## src/rtl/rr_arb_pkg.sv

```systemverilog
// Shared definitions for the round-robin grant arbiter: FSM states,
// default index width and a one-hot decode helper.
package rr_arb_pkg;

    typedef enum logic {
        IDLE  = 1'b0,
        GRANT = 1'b1
    } arb_state_e;

    localparam int unsigned MAX_N = 32;
    localparam int unsigned DEF_N = 4;
    localparam int unsigned ARB_W = $clog2(DEF_N);

    function automatic logic [MAX_N-1:0] onehot(input int unsigned idx, input int unsigned n);
        logic [MAX_N-1:0] r;
        r = '0;
        if (idx < n && idx < MAX_N) r[idx] = 1'b1;
        return r;
    endfunction

endpackage

```

## src/rtl/prio_enc_hi.sv

```systemverilog
// Highest-index-wins priority encoder; idx is 0 when nothing is set.
module prio_enc_hi #(
    parameter  int N = 4,
    localparam int W = $clog2(N)
) (
    input  logic [N-1:0] v,
    output logic [W-1:0] idx,
    output logic         found
);

    always_comb begin
        idx   = '0;
        found = 1'b0;
        for (int i = 0; i < N; i++) begin
            if (v[i]) begin
                idx   = W'(i);
                found = 1'b1;
            end
        end
    end

endmodule

```

## src/rtl/rr_grant_arbiter.sv

```systemverilog
// Round-robin arbiter: rotating-mask pick over highest-index-wins encoders,
// registered grant outputs, holder tenure bounded by MAX_HOLD.
module rr_grant_arbiter #(
    parameter  int N        = 4,
    parameter  int MAX_HOLD = 4,
    localparam int W        = $clog2(N)
) (
    input  logic         clk,
    input  logic         rst_n,
    input  logic [N-1:0] req,
    output logic [N-1:0] grant,
    output logic [W-1:0] grant_idx,
    output logic         grant_valid
);
    import rr_arb_pkg::*;

    localparam int HW = $clog2(MAX_HOLD + 1);

    arb_state_e   r_state, w_state_nxt;
    logic [N-1:0] r_grant, w_grant_nxt;
    logic [W-1:0] r_grant_idx, w_grant_idx_nxt;
    logic         r_grant_valid, w_grant_valid_nxt;
    logic [W-1:0] r_last_ptr, w_last_ptr_nxt;
    logic [HW-1:0] r_hold_cnt, w_hold_cnt_nxt;

    logic [N-1:0] w_hold_oh, w_others, w_pick_v, w_lo_mask, w_masked;
    logic [W-1:0] w_m_idx, w_u_idx, w_win;
    logic         w_m_found, w_u_found, w_hold_req, w_hold_last;

    assign w_hold_oh   = N'(onehot(int'(r_grant_idx), N));
    assign w_others    = req & ~w_hold_oh;
    assign w_pick_v    = (r_state == IDLE) ? req : w_others;
    assign w_hold_req  = |(req & w_hold_oh);
    assign w_hold_last = (r_hold_cnt == HW'(MAX_HOLD - 1));

    // Only indices below the last winner get first refusal, giving the
    // descending rotation k-1, ..., 0, N-1, ..., k.
    always_comb begin
        w_lo_mask = '0;
        for (int i = 0; i < N; i++) begin
            w_lo_mask[i] = (W'(i) < r_last_ptr);
        end
    end

    assign w_masked = w_pick_v & w_lo_mask;

    prio_enc_hi #(.N(N)) u_enc_masked (
        .v     (w_masked),
        .idx   (w_m_idx),
        .found (w_m_found)
    );

    prio_enc_hi #(.N(N)) u_enc_full (
        .v     (w_pick_v),
        .idx   (w_u_idx),
        .found (w_u_found)
    );

    assign w_win = w_m_found ? w_m_idx : w_u_idx;

    always_comb begin
        w_state_nxt       = r_state;
        w_grant_nxt       = r_grant;
        w_grant_idx_nxt   = r_grant_idx;
        w_grant_valid_nxt = r_grant_valid;
        w_last_ptr_nxt    = r_last_ptr;
        w_hold_cnt_nxt    = r_hold_cnt;
        unique case (r_state)
            IDLE: begin
                if (w_u_found) begin
                    w_state_nxt       = GRANT;
                    w_grant_nxt       = N'(onehot(int'(w_win), N));
                    w_grant_idx_nxt   = w_win;
                    w_grant_valid_nxt = 1'b1;
                    w_last_ptr_nxt    = w_win;
                    w_hold_cnt_nxt    = '0;
                end
            end
            GRANT: begin
                if (w_u_found && (!w_hold_req || w_hold_last)) begin
                    w_grant_nxt       = N'(onehot(int'(w_win), N));
                    w_grant_idx_nxt   = w_win;
                    w_grant_valid_nxt = 1'b1;
                    w_last_ptr_nxt    = w_win;
                    w_hold_cnt_nxt    = '0;
                end else if (!w_hold_req) begin
                    w_state_nxt       = IDLE;
                    w_grant_nxt       = '0;
                    w_grant_idx_nxt   = '0;
                    w_grant_valid_nxt = 1'b0;
                    w_hold_cnt_nxt    = '0;
                end else if (w_hold_last) begin
                    // Nobody else is waiting, so the holder simply starts a new tenure.
                    w_hold_cnt_nxt = '0;
                end else begin
                    w_hold_cnt_nxt = r_hold_cnt + HW'(1);
                end
            end
            default: w_state_nxt = IDLE;
        endcase
    end

    always_ff @(posedge clk or negedge rst_n) begin
        if (!rst_n) begin
            r_state       <= IDLE;
            r_grant       <= '0;
            r_grant_idx   <= '0;
            r_grant_valid <= 1'b0;
            r_last_ptr    <= '0;
            r_hold_cnt    <= '0;
        end else begin
            r_state       <= w_state_nxt;
            r_grant       <= w_grant_nxt;
            r_grant_idx   <= w_grant_idx_nxt;
            r_grant_valid <= w_grant_valid_nxt;
            r_last_ptr    <= w_last_ptr_nxt;
            r_hold_cnt    <= w_hold_cnt_nxt;
        end
    end

    assign grant       = r_grant;
    assign grant_idx   = r_grant_idx;
    assign grant_valid = r_grant_valid;

endmodule

```

## config.mk

```make
export PLATFORM = sky130hd
export DESIGN_NAME = rr_grant_arbiter
export DESIGN_NICKNAME = d
export VERILOG_FILES = /design/src/rtl/rr_arb_pkg.sv /design/src/rtl/prio_enc_hi.sv /design/src/rtl/rr_grant_arbiter.sv
export SDC_FILE = /design/constraint.sdc
export NUM_CORES = 1
export LEC_CHECK = 0
export ABC_AREA = 1
export BUFFER_PORTS_ARGS = -buffer_cell sky130_fd_sc_hd__buf_4
export CAP_MARGIN = 20
export CORE_AREA = 2 2 45 47
export DETAILED_ROUTE_END_ITERATION = 10
export DIE_AREA = 0 0 47 49
export SETUP_SLACK_MARGIN = 0.1
export SLEW_MARGIN = 0
export SYNTH_ARGS = -nofsm -noshare
export SYNTH_HDL_FRONTEND = slang
export SYNTH_SLANG_ARGS = --single-unit
export TNS_END_PERCENT = 50
```

## constraint.sdc

```tcl
create_clock -name clk -period 3.4 [get_ports clk]
set_input_delay 0.17 -clock clk [delete_from_list [all_inputs] [get_ports clk]]
set_output_delay 0.17 -clock clk [all_outputs]
set_load 0.005 [all_outputs]
```

==> impl_metrics.tcl, run 1 <==
set metrics [dict create \
    maxCapViolations 0 \
    mostFrequentLayoutCells "nand2_1 (26), nand3_1 (24), inv_1 (15)" \
    wl_per_cell_um 10.51 \
    crit_buf_inv 2 \
    mostFrequentLayoutCell "nand2_1" \
    finalHoldViolations 0 \
    crit_fanout 8 \
    start_util_pct 39.20 \
    cts.reportedPaths.clkPinSlew_ns 0.08 \
    slowest_delay_ns 0.46 \
    fp.dieH_um 49 \
    maxSlewHeadroom_pct 83.35 \
    placed_cell_area_um2 845.8 \
    worst_path_most_repeated_cell "nand2_1" \
    num_vias 664 \
    status "finished, final reports clean" \
    synthToLayoutAreaGrowth_pct 22.18 \
    avgSynthCellArea_um2 7.599 \
    crit_family "simple AND/OR/NAND/NOR gates" \
    period_needed_ns 1.486 \
    post_synth_main_area_contributors "dfrtp_1 (45%), nand3_1 (17%), nand2_1 (14%)" \
    h-tree-depth 1 \
    drc_errors 0 \
    cts_tree "yes" \
    drt_wl_total_mm 1.461 \
    worstSkewPairLatency_ns 0.27 \
    fmax_ghz 0.6731 \
    synth_top_area_share_pct 45.06 \
    clockBufferDepth 2 \
    cp.required_ns 3.56 \
    multi_input_area_um2 336.6 \
    reg2regPathDepth 10 \
    setup_viol 0 \
    cts.repair.resized 0 \
    via_per_inst 4.777 \
    synth_cell_type_count 14 \
    powerDensity_nw_per_um2 853.5 \
    grt_usage_pct 15.30 \
    clockRootBuffer "clkbuf_4" \
    drtIter0Drc 11 \
    syn_inst 95 \
    synth_largest_area_cell "dfrtp_1" \
    drive_above_1_share_pct 20.54 \
    synth_area_um2 721.9 \
    drtPass1Iterations 4 \
    portBuffers 12 \
    critPathLaunch "grant_idx[0]" \
    grt_first_pass_wirelength_mm 2.580 \
    dieArea_um2 2303 \
    synth_fp_nets 102 \
    rows 16 \
    nets 120 \
    maxSlewViolCount 0 \
    gr-total-overflow 0 \
    arrival_ns 1.65 \
    tns_ns 0 \
    antennaDiodeCount 0 \
    chipWidth_um 47 \
    clock_skew_ns 0.005347 \
    p_leak_nw 0.4889 \
    grt_max_degree 14 \
    routabilityCongestion 0.8221 \
    worst_pin_slew_ns 0.2492 \
    ys_seq_area_share_pct 45.06 \
    r2r_slack_ns 1.91 \
    cts_num_sinks 13 \
    rsz0062_at_grt "no" \
    path_cells "nor2_1 > nand2_1 > nand2_1 > inv_1 > nand2_1 > nand3_2 > nand2_4 > inv_2 > nand2_1 > o21ai_1" \
    fin_crit_sh_pct 43.70 \
    critPathLaunchType "flip-flop" \
    synth_warnings 0 \
    path_class "reg2reg" \
    final-seq-area_um2 325.3 \
    io_pins 13 \
    reg2reg_from "grant_idx[0]" \
    peakVddDrop_v 0.0004156 \
    core_area_um2 1842 \
    antenna_found_initial 0 \
    fillers 198 \
    dp_hpwl_mm 1.166 \
    grt_pass1_vias 604 \
    final_cell_area_um2 882.1 \
    numCtsBuffers 3 \
    hold_path.class "in2async" \
    ys_ff_latch 13 \
    cp_slowest_cell "dfrtp_1" \
    ant_nets 0 \
    endpoint_kind "flip-flop" \
    worstReg2RegEnd "r_last_ptr[0]" \
]
==> logic make-up after synthesis <==
family,after synthesis,share of synthesized area [%]
flip-flops,13,45.06
AND/OR/NAND/NOR,59,40.21
adder cells (fa/ha/maj),1,1.733
buffers and inverters,16,8.318
AO/OA/AOI/OAI,6,4.679
==> metal layers <==
layer	global-route usage, %	wire [µm]	vias up
met1	21.19	661	306
met4	5.556	14	0
li1	-	-	338
met5	0	0	-
met2	23.74	713	18
met3	2.222	71	2
==> registers in the layout, summed over array words and instances (netlist names) <==
name and count:
grant 4, grant_idx 2, grant_valid 1, r_hold_cnt 3
r_last_ptr 2, r_state 1
==> per-stage QoR <==
stage	total power [W]	worst slack, ns	util [%]	instances	hold WS, ns
floorplan	0.0005389	2.091	-	95	-0.1256
global placement	0.0006602	1.904	45.92	134	0.02325
detailed placement	0.0006666	1.908	45.92	134	0.02502
CTS	0.0007653	1.886	47.89	139	0.2736
global route	0.0008375	1.766	47.89	139	0.2858
finish	0.0007529	1.914	47.89	139	0.2732
==> layout make-up <==
class | count | area share [%]
multi-input cells | 66 | 38.16
repair buffers | 13 | 11.35
inverters | 16 | 6.809
well taps | 27 | 3.830
clock buffers | 4 | 2.979
flip-flops and latches | 13 | 36.88
==> where the power goes <==
group	leakage [nW]	internal (W)	switching, W
clock	0.0150	0.0000454	0.0000479
combinational	0.312	0.000145	0.000251
sequential	0.162	0.000212	0.0000515
total	0.489	0.000402	0.000351
==> how the worst max path moves through the flow <==
stage               slack, ns       endpoint  cells past startpoint
floorplan                2.09  r_last_ptr[0]                     10
global placement         1.90  r_last_ptr[0]                     10
detailed placement       1.91  r_last_ptr[0]                     10
CTS                      1.89  r_last_ptr[0]                     10
global route             1.77       grant[1]                     10
finish                   1.91  r_last_ptr[0]                     10
==> synth_stat cells <==
master,instances
nand3_1,24
inv_2,1
nor2_1,3
nand2_1,26
nand3_2,1
o21ai_2,1
nand4_4,1
nand2_2,3
dfrtp_1,13
nand2_4,1
o21ai_0,3
o21ai_1,2
inv_1,15
ha_1,1
==> repair_timing <==
item | in CTS | in global routing
hold endpoints to repair | 13 | 0
setup endpoints to repair | 0 | 0
buffers inserted | 0 | 0
hold buffers | 1 | 0
(Power assumes the default switching activity.)
==> run 2: changes to the inputs <==
Settings changed: ABC_AREA 1 to 0, CORE_AREA 2 2 45 47 to 2 2 46 48, DIE_AREA 0 0 47 49 to 0 0 48 50.
Clock period 3.4 ns to 1.5 ns, I/O delays scaled along.
==> run 2 against run 1 <==
The run now ends with negative setup slack left. Sequential share of layout area down 9.2 points. Power rose to 3.2 times the previous value. Fmax down 14%. Global-route usage up 3.6 points. Clock power up 130%. Highest routed layer unchanged.
==> impl_metrics.tcl, run 2 <==
set metrics [dict create \
    via_per_inst 5.035 \
    syn_inst 75 \
    arrival_ns 1.89 \
    synth.mux.area_fraction_pct 4.276 \
    critPathLaunchType "flip-flop" \
    synthXorXnorAreaFrac_pct 0 \
    ant_nets 0 \
    hold_path.class "in2async" \
    cp_slowest_cell "mux4_2" \
    core_area_um2 1902 \
    pre_cts_slack_ns -0.2393 \
    path_class "reg2reg" \
    drtPass1Iterations 4 \
    ys_seq_area_share_pct 42.76 \
    routabilityCongestion 0.8981 \
    powerDensity_nw_per_um2 2014 \
    post_synth_main_area_contributors "dfrtp_1 (43%), nand2_1 (5.9%), buf_6 (4.4%)" \
    status "complete, but fails checks" \
    rows 16 \
    reg2regPathDepth 6 \
    fillers 150 \
    rsz0062_at_grt "yes" \
    cts_num_sinks 13 \
    synth_top_family_by_area "compound AO/OA/AOI/OAI gates" \
    synth_area_um2 760.7 \
    synth_top_area_share_pct 42.76 \
    synthMostInstantiatedCell "dfrtp_1" \
    fp.dieH_um 50 \
    yosys.area_share.simple_pct 22.20 \
    cp.depth 6 \
    mostFrequentLayoutCell "buf_4" \
    largest_register_ffs 4 \
    ys.flop_type "dfrtp_1" \
    maxSlewViolCount 0 \
    avgSynthCellArea_um2 10.14 \
    grt_usage_pct 18.94 \
    numCtsBuffers 3 \
    violations "negative setup slack" \
    worstSkewPairLatency_ns 0.27 \
    ys_ff_latch 13 \
    crit_path_end "grant[3]" \
    grt_max_degree 14 \
    final_cell_area_um2 1181 \
    synth_fp_nets 82 \
    crit_family "multiplexers" \
    setup_viol 12 \
    drive_above_1_share_pct 51.28 \
    fin_ws_ns -0.2285 \
    synth_cell_type_count 34 \
    synth-edff-count 0 \
    drtIter0Drc 25 \
    num_vias 725 \
    synthToLayoutAreaGrowth_pct 55.26 \
    fin_crit_sh_pct 115.2 \
    worstReg2RegEnd "grant[3]" \
    cp.required_ns 1.67 \
    reg2reg_from "grant_idx[1]" \
    slowest_delay_ns 0.56 \
    finalHoldViolations 0 \
    antenna_found_initial 0 \
    synth_warnings 0 \
    synthAdderAreaFrac_pct 1.645 \
    io_pins 13 \
    gr-total-overflow 0 \
    placed_cell_area_um2 1039 \
    antennaDiodeCount 0 \
    dp_hpwl_mm 1.380 \
    clock_skew_ns 0.005565 \
    fin_hold_ws_ns 0.1791 \
    final_cells 144 \
    cts.reportedPaths.clkPinSlew_ns 0.08 \
    dieArea_um2 2400 \
    r2r_slack_ns -0.23 \
    start_util_pct 40.00 \
    worst_pin_slew_ns 0.3577 \
    maxCapViolations 0 \
    wl_per_cell_um 13.42 \
    clockRootBuffer "clkbuf_4" \
    mostFrequentLayoutCells "buf_4 (39), nand2_1 (12), dfrtp_1 (12)" \
    synth-compound-area-share_pct 23.03 \
    dp_cells 133 \
    period_needed_ns 1.728 \
    chipWidth_um 48 \
    maxSlewHeadroom_pct 76.13 \
    grt_pass1_vias 735 \
    peakVddDrop_v 0.001005 \
    drc_errors 0 \
    synthArstFlopShare_pct 100.0 \
    crit_fanout 4 \
    crit_buf_inv 2 \
    h-tree-depth 1 \
    portBuffers 12 \
    endpoint_kind "flip-flop" \
    cts_tree "yes" \
    critPathLaunch "grant_idx[1]" \
    nets 125 \
    synthTopCellsByCount "dfrtp_1 (13), nand2_1 (12), nor2_1 (5)" \
    grt_first_pass_wirelength_mm 3.284 \
    clockBufferDepth 2 \
    p_leak_nw 0.5685 \
    fmax_ghz 0.5785 \
    path_cells "mux4_2 > nand3_2 > o21ai_2 > buf_6 > buf_4 > a32o_1" \
    synth_largest_area_cell "dfrtp_1" \
    drt_wl_total_mm 1.933 \
]
-- run 2: changes by cell type after synthesis, moves of 2 or more --
cell | previous run | this run
a31o_2 | 0 | 2
nand2_2 | 3 | 0
a21o_1 | 0 | 3
nand3_1 | 24 | 1
o21ai_1 | 2 | 0
nand2_1 | 26 | 12
nor2_1 | 3 | 5
o21a_1 | 0 | 2
inv_1 | 15 | 2
a32o_1 | 0 | 3
a31oi_1 | 0 | 2
nand3b_1 | 0 | 2
buf_6 | 0 | 3
nand2b_1 | 0 | 3
-- run 2: per-layer routing --
layer  vias up  GRT usage (%)  share of wire (%)  wire (µm)
met5         -              0                  0          0
met1       343          28.05                 45        877
li1        356              -                  -          -
met2        24          26.44                 49        950
met3         2          4.762                5.0         97
met4         0          6.306               0.36          7
-- run 2: area by class of cell --
class | count | area [µm²] | area share [%]
Multi-Input combinational cell | 56 | 461.7 | 39.09
Sequential cell | 13 | 326.6 | 27.65
Timing Repair Buffer | 42 | 325.3 | 27.54
Tap cell | 27 | 33.78 | 2.860
Clock buffer | 4 | 26.28 | 2.225
Inverter | 2 | 7.507 | 0.6356
-- run 2: logic make-up (layout without fill, tap and decap cells) --
family                   count (synthesis)  count (layout)
AO/OA/AOI/OAI                           21              21
adder cells (fa/ha/maj)                  1               1
buffers and inverters                    6              48
flip-flops                              13              13
multiplexers                             2               2
AND/OR/NAND/NOR                         32              32
-- run 2: repair_timing --
| item | in CTS | in global routing |
|---|---|---|
| buffers inserted | 3 | 3 |
| setup endpoints to repair | 12 | 13 |
| hold buffers | 1 | 0 |
| gates resized for setup | 7 | 5 |
| pin swaps | 8 | 7 |
| endpoints found under the hold margin | 13 | 0 |
-- run 2: worst min-delay path by stage --
| stage | startpoint | endpoint | slack [ns] | depth (start not counted) |
|---|---|---|---|---|
| floorplan | rst_n | grant[0] | -0.22 | 0 |
| global placement | rst_n | r_last_ptr[0] | -0.07 | 1 |
| detailed placement | rst_n | r_last_ptr[0] | -0.07 | 1 |
| CTS | rst_n | r_last_ptr[0] | 0.17 | 2 |
| global route | rst_n | grant_idx[0] | 0.17 | 2 |
| finish | rst_n | r_last_ptr[0] | 0.18 | 2 |
-- run 2: per-stage QoR --
stage          util [%]  power [W]  TNS, ns
2_1_floorplan         -   0.001350   -1.055
3_3_place_gp      54.61   0.001875   -1.801
3_5_place_dp      54.61   0.001891   -2.067
4_1_cts           59.80   0.002269   -1.869
5_1_grt           62.11   0.002571   -2.821
6_report          62.11   0.002379   -1.857
-- run 2: report_power, final --
group | total (W) | switching (W) | internal, W
Combinational | 0.00159 | 0.000697 | 0.000895
Clock | 0.000213 | 0.000110 | 0.000103
Sequential | 0.000573 | 0.0000920 | 0.000481
==> run 3: changes to the inputs <==
Settings changed: CORE_AREA 2 2 46 48 to 2 2 45 47, DIE_AREA 0 0 48 50 to 0 0 47 49, SLEW_MARGIN 0 to 30, SYNTH_HIERARCHICAL set to 1.
==> run 3 against run 2 <==
The run still ends with negative setup slack left. Sequential power decreased by 2%. Non-clock buffer count decreased by 6. Clock-buffer cell count unchanged. Worst setup slack got worse by 0.60 ns. Fmax decreased by 26%. Critical endpoint is now grant_idx[0]. Highest routed layer unchanged.
==> impl_metrics.tcl, run 3 <==
set metrics [dict create \
    ys_seq_area_share_pct 44.14 \
    drtPass1Iterations 4 \
    endpoint_kind "flip-flop" \
    p_int_w 0.001407 \
    critPathLaunchType "flip-flop" \
    syn_inst 72 \
    synth_largest_area_cell "dfrtp_1" \
    mostFrequentLayoutCells "buf_4 (33), dfrtp_1 (13), inv_1 (7)" \
    mostFrequentLayoutCell "buf_4" \
    largest_register_ffs 4 \
    rows 16 \
    antennaDiodeCount 0 \
    portBuffers 12 \
    synth_top_family_by_area "compound AO/OA/AOI/OAI gates" \
    synthXorXnorAreaFrac_pct 0 \
    via_per_inst 4.928 \
    wl_per_cell_um 13.25 \
    status "complete, but fails checks" \
    h-tree-depth 1 \
    worstSkewPairLatency_ns 0.28 \
    core_area_um2 1842 \
    drt_wl_total_mm 1.842 \
    placed_cell_area_um2 1007 \
    seqPwrFrac_pct 24.9 \
    crit_fanout 3 \
    fmax_ghz 0.4288 \
    finalHoldViolations 0 \
    clock_skew_ns 0.005375 \
    grt_first_pass_wirelength_mm 3.077 \
    clockBufferDepth 2 \
    antenna_found_initial 0 \
    synth_cell_type_count 29 \
    fin_hold_ws_ns 0.1665 \
    synthTopCellsByCount "dfrtp_1 (13), inv_1 (10), o21a_1 (5), nand2_1 (4), o32ai_1 (4)" \
    dp_hpwl_mm 1.370 \
    period_needed_ns 2.332 \
    synthToLayoutAreaGrowth_pct 55.18 \
    ys.flop_type "dfrtp_1" \
    arrival_ns 2.50 \
    synth_top_area_share_pct 44.14 \
    power.switching_w 0.0008448 \
    routabilityCongestion 0.7663 \
    cts_num_sinks 13 \
    maxSlewViolCount 0 \
    synth_warnings 6 \
    io_pins 13 \
    start_util_pct 40.01 \
    fin_crit_sh_pct 155.5 \
    post_synth_main_area_contributors "dfrtp_1 (44%), inv_1 (5.1%), o21a_1 (5.1%)" \
    synth.mux.area_fraction_pct 10.19 \
    combPwrFrac_pct 65.3 \
    ys_ff_latch 13 \
    cp.required_ns 1.67 \
    powerDensity_nw_per_um2 1969 \
    cts.reportedPaths.clkPinSlew_ns 0.08 \
    synthArstFlopShare_pct 100.0 \
    p_leak_nw 0.5444 \
    chipWidth_um 47 \
    grt_pass1_vias 730 \
    drtIter0Drc 4 \
    dieArea_um2 2303 \
    fp.dieH_um 49 \
    swShare_pct 37.51 \
    final_cell_area_um2 1144 \
    synth_area_um2 737.0 \
    rsz0062_at_grt "yes" \
    clockRootBuffer "clkbuf_4" \
    drive_above_1_share_pct 49.11 \
    synthAdderAreaFrac_pct 1.698 \
    gr-total-overflow 0 \
    drc_errors 0 \
    numCtsBuffers 3 \
    num_vias 685 \
    grt_max_degree 14 \
    avgSynthCellArea_um2 10.24 \
    grt_usage_pct 18.46 \
    pre_cts_slack_ns -0.8773 \
    peakVddDrop_v 0.001053 \
    cts_tree "yes" \
    nets 120 \
    synth-compound-area-share_pct 25.81 \
    maxCapViolations 0 \
    r2r_slack_ns -0.83 \
    yosys.area_share.simple_pct 12.05 \
    path_class "reg2reg" \
    hold_path.class "in2async" \
    violations "negative setup slack" \
    setup_viol 13 \
    synth-edff-count 0 \
    ant_nets 0 \
    synthMostInstantiatedCell "dfrtp_1" \
    pwr-share-clk_pct 9.7 \
    fin_ws_ns -0.8321 \
]
[run 3: layout make-up]
class / count / area [µm²]
multi-input cells: 49 / 437.9
repair buffers: 36 / 280.3
fillers: 164 / 698.2
flip-flops and latches: 13 / 325.3
inverters: 10 / 40.04
clock buffers: 4 / 26.28
well taps: 27 / 33.78
[run 3: power by group through the flow]
stage          clock network, W  registers, W  logic (W)
2_1_floorplan                 0      0.000596   0.000670
3_3_place_gp                  0      0.000558    0.00124
3_5_place_dp                  0      0.000566    0.00126
4_1_cts                0.000223      0.000559    0.00137
5_1_grt                0.000247      0.000575    0.00160
6_report               0.000220      0.000561    0.00147
[run 3: logic make-up after synthesis]
logic type                 count (synthesis)
and+or+nand+nor                           17
AOI/OAI and AO/OA                         23
DFF                                       13
buffers and inverters                     11
other                                      1
muxes                                      6
adders and majority gates                  1
[run 3: per-stage QoR]
stage	power, W	setup TNS, ns	cells	utilization [%]
floorplan	0.001266	-5.712	73	-
global placement	0.001799	-8.502	129	54.69
detailed placement	0.001821	-9.236	129	54.69
CTS	0.002147	-8.970	138	59.92
global route	0.002421	-9.651	139	62.09
finish	0.002252	-8.696	139	62.09
[run 3: worst max-delay path, cell delays in order (launching register included)]
cell     delay, ns
dfrtp_1       0.37
inv_2         0.04
o31a_1        0.31
and3_4        0.16
or2_1         0.23
or3_4         0.36
mux2_4        0.31
a311o_1       0.31
o221a_2       0.14
[run 3: metal layers]
| layer | wire [µm] | global-route usage [%] | up-vias |
|---|---|---|---|
| li1 | - | - | 347 |
| met1 | 768 | 22.75 | 325 |
| met2 | 998 | 30.82 | 8 |
| met3 | 34 | 2.222 | 5 |
| met4 | 41 | 8.333 | 0 |
| met5 | 0 | 0 | - |
[run 3: repair_timing]
action,CTS,global route
endpoints found under the hold margin,13,0
setup endpoints to repair,13,13
buffers inserted,4,1
gates resized for setup,9,6
cloned,0,0
pin swaps,8,5
hold buffers,1,0
[run 3: worst paths after layout]
| kind | depth (start not counted) | end | startpoint |
|---|---|---|---|
| min reg2reg | 1 | r_hold_cnt[0] | r_hold_cnt[0] |
| max | 8 | grant_idx[0] | r_state |
| max reg2reg | 8 | grant_idx[0] | r_state |
| min in group clk | 4 | grant_idx[0] | req[0] |
| max in group asynchronous | 2 | r_last_ptr[0] | rst_n |
| min | 2 | grant_valid | rst_n |
